==> config.mk <==
export PLATFORM = sky130hd
export DESIGN_NAME = comparator_8b
export DESIGN_NICKNAME = d
export VERILOG_FILES = /design/src/rtl/comparator_8b.sv
export SDC_FILE = /design/constraint.sdc
export NUM_CORES = 1
export LEC_CHECK = 0
export ABC_AREA = 1
export CORE_MARGIN = 5
export CORE_UTILIZATION = 40
export CTS_CLUSTER_DIAMETER = 150
export DETAILED_ROUTE_END_ITERATION = 8
export PLACE_DENSITY = 0.78
export SETUP_SLACK_MARGIN = 0.2
export SLEW_MARGIN = 20
export SYNTH_ARGS = -nofsm -noshare
export SYNTH_HDL_FRONTEND = slang
export SYNTH_SLANG_ARGS = --single-unit
==> constraint.sdc <==
create_clock -name clk -period 2.25 [get_ports clk]
set_clock_uncertainty 0.2 [all_clocks]
set_input_delay 0.3375 -clock clk [delete_from_list [all_inputs] [get_ports clk]]
set_output_delay 0.3375 -clock clk [all_outputs]
set_load 0.05 [all_outputs]
==> src/rtl/comparator_8b.sv <==
// Registered magnitude comparator, unsigned or two's-complement per transaction.
// Flags are one-hot and appear one cycle after in_valid.
module comparator_8b #(
  parameter int WIDTH = 8
) (
  input  logic             clk,
  input  logic             rst,
  input  logic             in_valid,
  input  logic             signed_mode,
  input  logic [WIDTH-1:0] A,
  input  logic [WIDTH-1:0] B,
  output logic             out_valid,
  output logic             A_greater_B,
  output logic             A_equal_B,
  output logic             A_less_B
);

  logic [WIDTH-1:0] a_m;
  logic [WIDTH-1:0] b_m;
  logic             gt;
  logic             eq;
  logic             lt;

  // Flipping both MSBs maps two's-complement order onto unsigned order.
  always_comb begin
    a_m = A;
    b_m = B;
    a_m[WIDTH-1] = A[WIDTH-1] ^ signed_mode;
    b_m[WIDTH-1] = B[WIDTH-1] ^ signed_mode;
  end

  always_comb begin
    gt = 1'b0;
    eq = 1'b1;
    lt = 1'b0;
    for (int i = WIDTH - 1; i >= 0; i--) begin
      gt = gt | (eq & a_m[i] & ~b_m[i]);
      lt = lt | (eq & ~a_m[i] & b_m[i]);
      eq = eq & ~(a_m[i] ^ b_m[i]);
    end
  end

  always_ff @(posedge clk) begin
    if (rst) begin
      out_valid   <= 1'b0;
      A_greater_B <= 1'b0;
      A_equal_B   <= 1'b0;
      A_less_B    <= 1'b0;
    end else begin
      out_valid <= in_valid;
      if (in_valid) begin
        A_greater_B <= gt;
        A_equal_B   <= eq;
        A_less_B    <= lt;
      end
    end
  end

endmodule

==> out/metrics.yaml, run 1 <==
rsz0062_at_grt: "no"
powerDensity_nw_per_um2: 409
fin_nets: 140
cts-buffers-inserted: 3
yosysWarningCount: 0
yosysUniqueCellTypes: 19
power.share.clock: 0.268
postRouteAntennaNets: 0
synth_fp_nets: 111
syn_inst: 89
worstPathArrival_ns: 1.38
grt_pass1_wl_um: 1910
rows: 13
grt_pass1_vias: 521
cellLeakagePower_nw: 0.421
drt_iter0_markers: 10
clkSinkCount: 4
worst_slew_pin_slew_ns: 0.510
swShare: 0.367
crit_required_ns: 1.71
track_usage: 0.124
synth.avg_cell_area_um2: 6.10
port-buffer-count: 23
root_buffer: "clkbuf_4"
crit_type: "reg -> out"
cts_max_path_buffers: 2
antenna_found_initial: 0
drc: 0
ys_seq_area_frac: 0.147
wirelength_um: 1280
layout-drive-gt1-share: 0.181
setup.worst_path.start_class: "flip-flop"
clkTransAtPathRegs_ns: 0.04
cts_tree: "done"
coreArea_um2: 1280
grt_max_degree: 7
period_share: 0.854
postCtsSetupBuffers: 0
slowest_stage: "clkdlybuf4s50_1"
tns_ns: 0
netlist_area_um2: 543
p_int_w: 0.000221
timing.final.hold_violations: 0
num_vias: 622
vias_per_cell: 4.75
postLayoutCoreUtil: 0.663
hold_class: "reg -> reg"
period_minus_slack_ns: 1.92
total_power_w: 0.000349
slew_headroom: 0.659
status: "completed"
multi_input_area_um2: 404
hold_ws_ns: 0.258
yosysTopAreaCell: "nor2_1"
final_cell_mix: "nor2_1, clkdlybuf4s50_1, inv_1"
synth_top_area_share: 0.173
layout_commonest_cell: "nor2_1"
crit_family: "buffers and inverters"
max_stage_delay_ns: 0.81
htree_num_levels: 1
switching_power_w: 0.000128
worstSkewPairLatency_ns: 0.24
routedWlPerCell_um: 9.77
synth.area.top_cells: "nor2_1, dfxtp_1, inv_1, nand3_1, nand4_1"
register_area_um2: 80.1
hpwl_um: 1050
fillers: 126
grt.overflow.total: 0
cap_viol_max_count: 0
pwr-share-comb: 0.509
fmax_mhz: 520
first_pass_iters: 4
antenna_cells: 0
slew_violations: 0
ys_ff_latch: 4
die_area_um2: 2190
die_y_um: 46.8
vdd_drop_max_v: 0.000249
seqPwrFrac: 0.223
crit_buf_inv: 1
die_x_um: 46.8
initial_core_util: 0.423
crit_path_cell_trace: "clkdlybuf4s50_1"
gp_congestion: 0.710
io_pins: 24
area_delta_synth_final_pct: 56.9
worstPathMaxFanout: 2
setup_viol: 0
end_kind: "primary output"
-- power by group through the flow --
stage | clock network, W | logic (W) | registers, W
final | 0.0000936 | 0.000177 | 0.0000777
after global routing | 0.000102 | 0.000194 | 0.0000778
after CTS | 0.0000985 | 0.000176 | 0.0000777
after detailed placement | 0 | 0.000168 | 0.0000789
after global placement | 0 | 0.000164 | 0.0000787
after floorplan | 0 | 0.0000884 | 0.0000947
-- metal layers --
metal,part of all wire,global-route usage
met1,0.38,0.136
met2,0.54,0.206
met3,0.072,0.0460
met4,0.0063,0.0663
met5,0,0
-- area by class of cell --
| type | instances | share of cell area |
|---|---|---|
| Inverter | 20 | 0.104 |
| Sequential cell | 4 | 0.0940 |
| Tap cell | 15 | 0.0220 |
| Clock buffer | 3 | 0.0264 |
| Timing Repair Buffer | 24 | 0.279 |
| Multi-Input combinational cell | 65 | 0.474 |
-- synthesized netlist by cell type (all sizes together) --
library cell,count
or2,1
xnor2,4
inv,19
dfxtp,4
nor4,1
nor2,28
nand4,7
ha,2
nand2,11
bufinv,1
nand3,10
o21ai,1
-- final timing paths --
check / start / end / slack (ns) / cells after the start
max: A_less_B / A_less_B / 0.33 / 1
min: A_equal_B / A_equal_B / 0.26 / 2
max reg2reg: A_less_B / A_less_B / 1.40 / 4
min reg2reg: A_equal_B / A_equal_B / 0.26 / 2
-- cells by family (layout without fill, tap and decap cells) --
| family | Yosys count | in the layout | share of synthesized area |
|---|---|---|---|
| and+or+nand+nor | 58 | 58 | 0.555 |
| buffers and inverters | 20 | 47 | 0.164 |
| adders and majority gates | 2 | 2 | 0.0461 |
| xor gates and xnor gates | 4 | 4 | 0.0784 |
| DFF | 4 | 4 | 0.147 |
| AOI/OAI and AO/OA | 1 | 1 | 0.00921 |
-- tightest hold or removal path: cells and delay by family (launching register included) --
| kind | cells | cell delay (ns) |
|---|---|---|
| flops | 1 | 0.30 |
| simple gates | 1 | 0.06 |
| compound gates | 1 | 0.05 |
-- registers in the layout, summed over array words and instances (netlist names) --
signal and flops:
A_equal_B 1, out_valid 1, A_less_B 1, A_greater_B 1
-- stage by stage --
stage / worst slack, ns / area [um^2] / instances
2_1_floorplan: 0.440 / 543 / 89
3_3_place_gp: -0.0979 / 800 / 128
3_5_place_dp: -0.206 / 800 / 128
4_1_cts: 0.269 / 840 / 131
5_1_grt: 0.220 / 852 / 131
6_report: 0.328 / 852 / 131
-- timing repair --
action / CTS / global route
hold buffers: 0 / 0
endpoints found under the hold margin: 0 / 0
resized for setup: 5 / 3
gates cloned: 0 / 0
pin swaps: 2 / 4
endpoints found under the setup margin: 3 / 2
No activity file was read; power rests on OpenSTA's default activity.
==> run 2, diff against run 1 <==
--- a/config.mk
+++ b/config.mk
@@ -6,7 +6,8 @@
 export NUM_CORES = 1
 export LEC_CHECK = 0
 export ABC_AREA = 1
-export CORE_MARGIN = 5
+export CAP_MARGIN = 20
+export CORE_MARGIN = 2
 export CORE_UTILIZATION = 40
 export CTS_CLUSTER_DIAMETER = 150
 export DETAILED_ROUTE_END_ITERATION = 8
==> constraint.sdc (replaced) <==
create_clock -name clk -period 2.2 [get_ports clk]
set_clock_uncertainty 0.2 [all_clocks]
set_input_delay 0.33 -clock clk [delete_from_list [all_inputs] [get_ports clk]]
set_output_delay 0.33 -clock clk [all_outputs]
set_load 0.05 [all_outputs]
==> out/metrics.yaml, run 2 (synthesized netlist as in run 1, its figures left out) <==
end_kind: "primary output"  # unchanged
layout_commonest_cell: "nor2_1"  # unchanged
period_share: 0.865
first_pass_iters: 4  # unchanged
switching_power_w: 0.000129  # was 0.000128 W
cts_hold_buffers: 0  # unchanged
htree_num_levels: 1  # unchanged
powerDensity_nw_per_um2: 417  # was 409 nW/um^2
hold_ws_ns: 0.261  # was 0.258 ns
die_x_um: 40.8  # was 46.8 um
hold-path-cell-count: 2  # unchanged
final_cell_mix: "nor2_1, clkdlybuf4s50_1, inv_1"  # unchanged
num_vias: 611  # was 622
crit_required_ns: 1.67  # was 1.71 ns
timing.final.hold_violations: 0  # unchanged
crit_type: "reg -> out"  # unchanged
total_power_w: 0.000355  # was 0.000349 W
hold_class: "reg -> reg"  # unchanged
seqPwrFrac: 0.224  # was 0.223
rsz0062_at_grt: "no"  # unchanged
clkTransAtPathRegs_ns: 0.04  # about the same
p_int_w: 0.000226  # was 0.000221 W
wirelength_um: 1130  # was 1280 um
grt_pass1_vias: 473  # was 521
grt_max_degree: 7  # unchanged
hpwl_um: 924  # was 1050 um
numPlacedInstances: 128  # unchanged
slew_headroom: 0.663  # was 0.659
regToRegSetupSlack_ns: 1.36  # was 1.40 ns
power.share.clock: 0.267  # was 0.268
worstHoldEndpoint: "A_equal_B"  # unchanged
root_buffer: "clkbuf_4"  # unchanged
initial_core_util: 0.423  # unchanged
setup_viol: 0  # unchanged
setup.worst_path.start_class: "flip-flop"  # unchanged
reg2reg_from: "A_less_B"  # unchanged
coreArea_um2: 1280  # unchanged
fin_nets: 140  # unchanged
drt_iter0_markers: 9  # was 10
postCtsSetupBuffers: 0  # unchanged
worstPathMaxFanout: 2  # unchanged
rows: 13  # unchanged
ff2ff_path_depth: 4  # unchanged
cts_tree: "done"  # unchanged
drc: 0  # unchanged
antenna_cells: 0  # unchanged
gp_congestion: 0.692  # was 0.710
worst_slew_pin_slew_ns: 0.503  # was 0.510 ns
cts_max_path_buffers: 2  # unchanged
fillers: 119  # was 126
cts-buffers-inserted: 3  # unchanged
routedWlPerCell_um: 8.65  # was 9.77 um
r2r_end: "A_less_B"  # unchanged
pwr-share-comb: 0.509  # about the same
track_usage: 0.151  # was 0.124
grt.overflow.total: 0  # unchanged
vias_per_cell: 4.66  # was 4.75
cap_viol_max_count: 0  # unchanged
port-buffer-count: 23  # unchanged
area_delta_synth_final_pct: 56.9  # unchanged
postRouteAntennaNets: 0  # unchanged
slowest_stage: "clkdlybuf4s50_1"  # unchanged
fmax_mhz: 525
period_minus_slack_ns: 1.90
vdd_drop_max_v: 0.000268  # was 0.000249 V
worstSkewPairLatency_ns: 0.24  # about the same
swShare: 0.363  # was 0.367
stdcell_count: 131  # unchanged
crit_family: "buffers and inverters"  # unchanged
crit_buf_inv: 1  # unchanged
antenna_found_initial: 0  # unchanged
clkSinkCount: 4  # unchanged
die_y_um: 40.8  # was 46.8 um
die_area_um2: 1670  # was 2190 um^2
crit_path_cell_trace: "clkdlybuf4s50_1"  # unchanged
hold_start: "A_equal_B"  # unchanged
status: "completed"  # unchanged
slew_violations: 0  # unchanged
grt_pass1_wl_um: 1600  # was 1910 um
dp_slack_ns: -0.221  # was -0.206 ns
max_stage_delay_ns: 0.81  # about the same
fin_ws_ns: 0.296  # was 0.328 ns
layout-drive-gt1-share: 0.181  # unchanged
cellLeakagePower_nw: 0.420  # was 0.421 nW
worstPathArrival_ns: 1.37  # was 1.38 ns
io_pins: 24  # unchanged
## run 2: cell type report
cell class	instances	area [um^2]	area share
clock buffers	3	22.5	0.0264
inverters	20	88.8	0.104
multi-input cells	65	404	0.474
flip-flops and latches	4	80.1	0.0940
well taps	15	18.8	0.0220
repair buffers	24	238	0.279
## run 2: worst reg2reg max path: cells and delay by family, from the launching register on
family | cells | cell delay, ns
simple gates | 3 | 0.20
buf+inv | 1 | 0.03
flops | 1 | 0.30
## run 2: how the worst max path moves through the flow
stage | endpoint | cells past startpoint | from | slack (ns)
6_report | A_less_B | 1 | A_less_B | 0.30
4_1_cts | A_less_B | 12 | B[7] | 0.23
3_5_place_dp | A_greater_B | 12 | signed_mode | -0.22
2_1_floorplan | A_less_B | 11 | signed_mode | 0.40
3_3_place_gp | A_greater_B | 12 | signed_mode | -0.14
5_1_grt | A_greater_B | 1 | A_greater_B | 0.24
## run 2: power groups by stage
stage	combinational [W]	sequential (W)	clock, W
floorplan	0.0000904	0.0000969	0
global placement	0.000168	0.0000805	0
global route	0.000197	0.0000801	0.000107
finish	0.000181	0.0000795	0.0000948
CTS	0.000179	0.0000795	0.0000990
detailed placement	0.000170	0.0000807	0
## run 2: per-layer routing
| metal | routed length, um | GRT usage | vias up | part of all wire |
|---|---|---|---|---|
| li1 | - | - | 337 | - |
| met5 | 0 | 0 | - | 0 |
| met3 | 74 | 0.0978 | 0 | 0.065 |
| met1 | 485 | 0.153 | 260 | 0.43 |
| met4 | 0 | 0.0500 | 0 | 0 |
| met2 | 574 | 0.250 | 14 | 0.51 |
## run 2: metrics by stage
step	setup TNS (ns)	instance area, um^2	utilization
after global placement	-0.379	800	0.622
after detailed placement	-0.599	800	0.622
after CTS	0	840	0.653
after global routing	0	852	0.663
after floorplan	0	543	-
final	0	852	0.663
## run 2: repair_timing
item | in CTS | in global routing
pin swaps | 3 | 2
endpoints found under the setup margin | 3 | 3
gates resized for setup | 5 | 3
==> run 3, diff against run 2 <==
--- a/config.mk
+++ b/config.mk
@@ -17,3 +17,4 @@
 export SYNTH_ARGS = -nofsm -noshare
 export SYNTH_HDL_FRONTEND = slang
 export SYNTH_SLANG_ARGS = --single-unit
+export TNS_END_PERCENT = 5
==> results of run 3 <==
The final DEF is identical to that of run 2; final timing and power are the same.
